==> src/rtl/serial_sub.sv <==
// serial_sub: bit-serial a-b-bin subtractor with start/done handshake; define SERIAL_SUB_SIGNED_EN to add the ovf output.
module serial_sub #(
    parameter int WIDTH = 4
) (
    input  logic             clk,
    input  logic             reset,
    input  logic             start,
    input  logic [WIDTH-1:0] a,
    input  logic [WIDTH-1:0] b,
    input  logic             bin,
    output logic             busy,
    output logic             done,
    output logic [WIDTH-1:0] diff,
    output logic             bout
`ifdef SERIAL_SUB_SIGNED_EN
    ,
    output logic             ovf
`endif
);
    localparam int CW = $clog2(WIDTH);
    typedef enum logic [1:0] {IDLE, BUSY, DONE} state_t;
    state_t state, state_nx;
    logic [WIDTH-1:0] ra, rb;
    logic [CW-1:0] cnt;
    logic br, d, br_nx, load, last;
`ifdef SERIAL_SUB_SIGNED_EN
    logic am, bm;
`endif
    always_comb begin
        d        = ra[0] ^ rb[0] ^ br;
        br_nx    = (~ra[0] & rb[0]) | (~(ra[0] ^ rb[0]) & br);
        load     = start && state != BUSY;
        last     = state == BUSY && cnt == CW'(WIDTH - 1);
        state_nx = load ? BUSY : last ? DONE : state == DONE ? IDLE : state;
    end
    always_ff @(posedge clk or posedge reset) begin
        if (reset)
            state <= IDLE;
        else
            state <= state_nx;
    end
    always_ff @(posedge clk or posedge reset) begin
        if (reset) begin
            ra   <= '0;
            rb   <= '0;
            br   <= 1'b0;
            cnt  <= '0;
            diff <= '0;
            bout <= 1'b0;
`ifdef SERIAL_SUB_SIGNED_EN
            am   <= 1'b0;
            bm   <= 1'b0;
            ovf  <= 1'b0;
`endif
        end else if (load) begin
            ra  <= a;
            rb  <= b;
            br  <= bin;
            cnt <= '0;
`ifdef SERIAL_SUB_SIGNED_EN
            am  <= a[WIDTH-1];
            bm  <= b[WIDTH-1];
`endif
        end else if (state == BUSY) begin
            ra   <= ra >> 1;
            rb   <= rb >> 1;
            br   <= br_nx;
            cnt  <= cnt + CW'(1);
            diff <= {d, diff[WIDTH-1:1]};
            if (last) begin
                bout <= br_nx;
`ifdef SERIAL_SUB_SIGNED_EN
                // d is the final diff MSB, shifted in on this same edge
                ovf  <= (am != bm) && (d != am);
`endif
            end
        end
    end
    assign busy = state == BUSY;
    assign done = state == DONE;
endmodule

==> config.mk <==
export PLATFORM = sky130hd
export DESIGN_NAME = serial_sub
export DESIGN_NICKNAME = d
export VERILOG_FILES = /design/src/rtl/serial_sub.sv
export SDC_FILE = /design/constraint.sdc
export NUM_CORES = 1
export LEC_CHECK = 0
export ABC_AREA = 1
export CAP_MARGIN = 15
export CORE_AREA = 2 2 46 48
export CTS_CLUSTER_DIAMETER = 120
export DETAILED_ROUTE_END_ITERATION = 7
export DIE_AREA = 0 0 48 50
export DONT_BUFFER_PORTS = 1
export PLACE_DENSITY = 0.61
export SYNTH_ARGS = -nofsm -noshare
export SYNTH_HDL_FRONTEND = slang
export SYNTH_SLANG_ARGS = --single-unit
==> constraint.sdc <==
create_clock -name clk -period 2.45 [get_ports clk]
set_input_delay 0.3675 -clock clk [delete_from_list [all_inputs] [get_ports clk]]
set_output_delay 0.3675 -clock clk [all_outputs]
set_load 0.02 [all_outputs]
# == After elaboration in Yosys (flattened, before gate mapping) ==
# Cells that the tools add are included.
# op_classes
addsub,1
eq_ne,4
mux,11
n_bitwise,8
n_reduce_logical,6
# ops
cell,count
$mux 4,4
$mux 2,5
$eq 2x2->1 const B,2
$not 1->1,3
$reduce_and 3->1,1
$reduce_bool 3->1,1
$add 2x1->2 const B,1
$and 1x1->1,2
$eq 2x1->1 const B,1
$logic_and 1x1->1,2
$mux 1,2
$ne 2x1->1 const B,1
$reduce_and 2->1,1
$reduce_bool 2->1,1
$xor 1x1->1,2
$or 1x1->1,1
# word_totals
ff_bits,18
out_inout_bits,7
wordCells,37

# == Logic depth before layout (Yosys ltp) ==
# depth
word_depth,6
depth_mapped,5
ltp_nobuf,5

# == Worst setup path after synthesis ==
# Ideal clock, no wire load.
# synth_path
path_kind,register to output
from,register state[1]
to,output done
arrival_time_ns,0.742
required_ns,2.082
setup_slack_ns,1.341
stages_incl_launch_ff,3
n_path_buf,0
cell_sequence,dfrtp_1 > inv_1 > nor2_1
# synth_via
elab_chain_cells,1
# synth_lines
item,line,source
start: declaration,22,"state_t state, state_nx;"
start signal: assignment,40,state <= state_nx;
$eq 2x2->1,80,assign done = state == DONE;
end: declaration,12,"output logic done,"
# No other way between the ends.

# == Worst setup path after layout ==
# layout_path
from,register state[0]
to,output busy
# layout_via
elab_chain_cells,1
# layout_lines
item,line,source
$eq 2x1->1,79,assign busy = state == BUSY;
end: declaration,11,"output logic busy,"
# No other way between the ends.

==> reports/results.tsv <==
stage	metric	value	unit
floorplan	die area	2400	um2
setup_path	CP Capture Type	output pin	
pwr	Clk pwr share	12.0	%
drt	number of routed nets with antenna violations	0	
placement	IO buf count	0	
drt	initial DRC count	11	
clock_tree	CTS buffer count	3	
sta	RSZ-0062 raised after global routing	false	
logic_synthesis	cell taking the most area after synthesis	dfrtp_1	
setup_path	Max stage delay on crit path	0.44	ns
logic_synthesis	Netlist cell types	14	
drt	DRC viols	0	
logic_synthesis	Synth Register Bits	18	
sta	TNS Setup	0	ns
layout	Net count, final	107	
sta	Clock Skews	0.00157	ns
setup_path	CP Cell Sequence	inv_2, nor2_4	
clock_tree	Post-CTS Resized	0	
hold_path	worst hold-check path type	in2async	
clock_tree	CTS Hold Bufs	0	
logic_synthesis	main combinational cell family by area after synthesis	simple AND/OR/NAND/NOR gates	
sta	clock period minus worst slack	1.50	ns
sta	final worst path period share	61.4	%
logic_synthesis	simple-gate area share of the yosys netlist	30.7	%
logic_synthesis	Post-Syn Nets	107	
setup_path	WP data required	2.08	ns
logic_synthesis	Synth warnings	0	
layout	P&R area growth vs syn	2.74	%
logic_synthesis	Synth Area in Adders	3.95	%
logic_synthesis	Syn Std Cell Area	823	um2
layout	layout cells sized above 1	6.59	%
pwr	NetSw	0.000527	W
layout	# fillers	203	
logic_synthesis	cell count after synthesis	93	
setup_path	Buf/Inv on CP	1	
logic_synthesis	post-synthesis xor/xnor area fraction	0	%
logic_synthesis	post-synthesis compound-gate area fraction	2.43	%
sta	final worst setup slack	0.947	ns
drt	DRT Pass-1 Iters	4	
floorplan	Die Ht	50	um
clock_tree	htree depth	1	
logic_synthesis	synth top area cells	dfrtp_1 (55%), nand3_1 (18%), nand2_1 (10%)	
pwr	Pleak	0.430	nW
global_route	total grt overflow	0	
drt	drt wl/cell	12.5	um
sta	Max Clk Rate	0.665	GHz
setup_path	Crit path max-delay family	flip-flops	
placement	detailed placer's ending HPWL	1.01	mm
setup_path	Critical-path top delay cell	dfrtp_1	
global_route	largest net degree at the start of global routing	26	
global_route	initial antenna violation count	0	
floorplan	I/O Pins	19	
pwr	Peak VDD IR	0.000674	V
floorplan	Starting Density	43.3	%
setup_path	Crit Path Max Fanout	15	
clock_tree	post-CTS setup buffers	0	
clock_tree	clk slew on worst S/H paths	0.09	ns
setup_path	crit path launch type	flop	
clock_tree	Worst-Skew Late Latency	0.28	ns
pwr	Flop pwr share	49.2	%
logic_synthesis	syn_area_per_cell	8.85	um2
drt	vias per cell	5.03	
setup_path	CP arrival	1.14	ns
global_route	first-pass GRT wire length	2.48	mm
flow_run	max-cap violations	0	
outcome	status	finished clean	
clock_tree	clk buf depth	2	
sta	Fin. Hold Viols	0	
clock_tree	CTS tree	yes	
sta	final setup fails	0	
pwr	PD cells	1370	nW/um2
clock_tree	# clock sinks	18	
drt	final WL	1.48	mm
global_route	vias in the first global route	553	
placement	worst slack at placement	1.19	ns
global_route	gr usage total	14.5	%
placement	gpl congestion	0.708	
logic_synthesis	sequential share of the synthesized area	54.7	%
layout	commonest cells after routing, fill and taps aside	nand3_1 (29), nand2_1 (23), dfrtp_1 (18)	
pwr	Net Sw Frac	45.4	%
drt	vias post-DR	593	
floorplan	Core Rows	16	
setup_path	crit path kind	reg2out	
floorplan	core region area	1900	um2
layout	most common cell after layout, fill and taps aside	nand3_1	
sta	Slew HR	55.3	%
logic_synthesis	proportion of synthesized area in mux cells	0	%
layout	antenna diode count	0	
clock_tree	CTS root buf	clkbuf_4	
logic_synthesis	Synth top area share	54.7	%
pwr	Internal	0.000632	W
floorplan	chip width	48	um
sta	Slew Viols, Final	0	
pwr	combinational power share	38.8	%
sta	Tightest Pin Transition	0.670	ns
==> metrics by stage <==
step / utilization (%) / area (um2) / power (W) / std cells / hold slack (ns)
after CTS: 44.5 / 846 / 0.00118 / 118 / 0.0875
after floorplan: - / 823 / 0.000989 / 93 / 0.306
final: 44.5 / 846 / 0.00116 / 118 / 0.0588
after detailed placement: 43.3 / 823 / 0.00104 / 115 / 0.400
after global placement: 43.3 / 823 / 0.00102 / 115 / 0.399
after global routing: 44.5 / 846 / 0.00128 / 118 / 0.112
==> state kept, by name, summed over array words and instances, names as in the netlist <==
register  cells
cnt           2
br            1
state         2
bout          1
rb            4
ra            4
diff          4
==> power by group through the flow <==
stage	Combinational, W	Clock (W)	Sequential, W
6_report	0.000450	0.000139	0.000570
3_3_place_gp	0.000447	0	0.000573
3_5_place_dp	0.000455	0	0.000580
5_1_grt	0.000532	0.000159	0.000588
4_1_cts	0.000460	0.000145	0.000573
2_1_floorplan	0.000431	0	0.000558
==> final timing paths <==
path	startpoint	end	slack (ns)	cells past startpoint
setup / recovery	state[0]	busy	0.95	2
hold / removal	reset	diff[0]	0.06	1
setup reg to reg	state[0]	state[0]	1.18	5
hold reg to reg	rb[2]	rb[1]	0.50	2
max in group asynchronous	reset	state[0]	1.96	1
min in group clk	start	state[0]	0.21	2
==> cell families after synthesis <==
group	after synthesis
fa+ha+maj	2
flops	18
buf+inv	14
simple gates	55
compound gates	4
==> cell type report <==
class	instances	area [um2]	area share [%]
clock buffer	3	22.5	2.66
inverter	9	33.8	3.99
multi-input combinational	61	305	36.1
sequential	18	450	53.3
tap	27	33.8	3.99
==> layer usage <==
layer	routed length [um]	GRT usage, %	share of wire [%]	vias to the layer above
met1	717	20.1	49	280
li1	-	-	-	299
met5	0	0	0	-
met3	82	4.76	5.6	2
met4	10	4.05	0.68	0
met2	665	21.3	45	12
==> Yosys cell counts (all sizes together) <==
library cell	number
nor2	2
ha	1
clkbuf	2
fa	1
inv	9
nand2	24
buf	3
nand3	29
o21ai	4
dfrtp	18
Note: power is estimated with default switching activity, not from simulation.
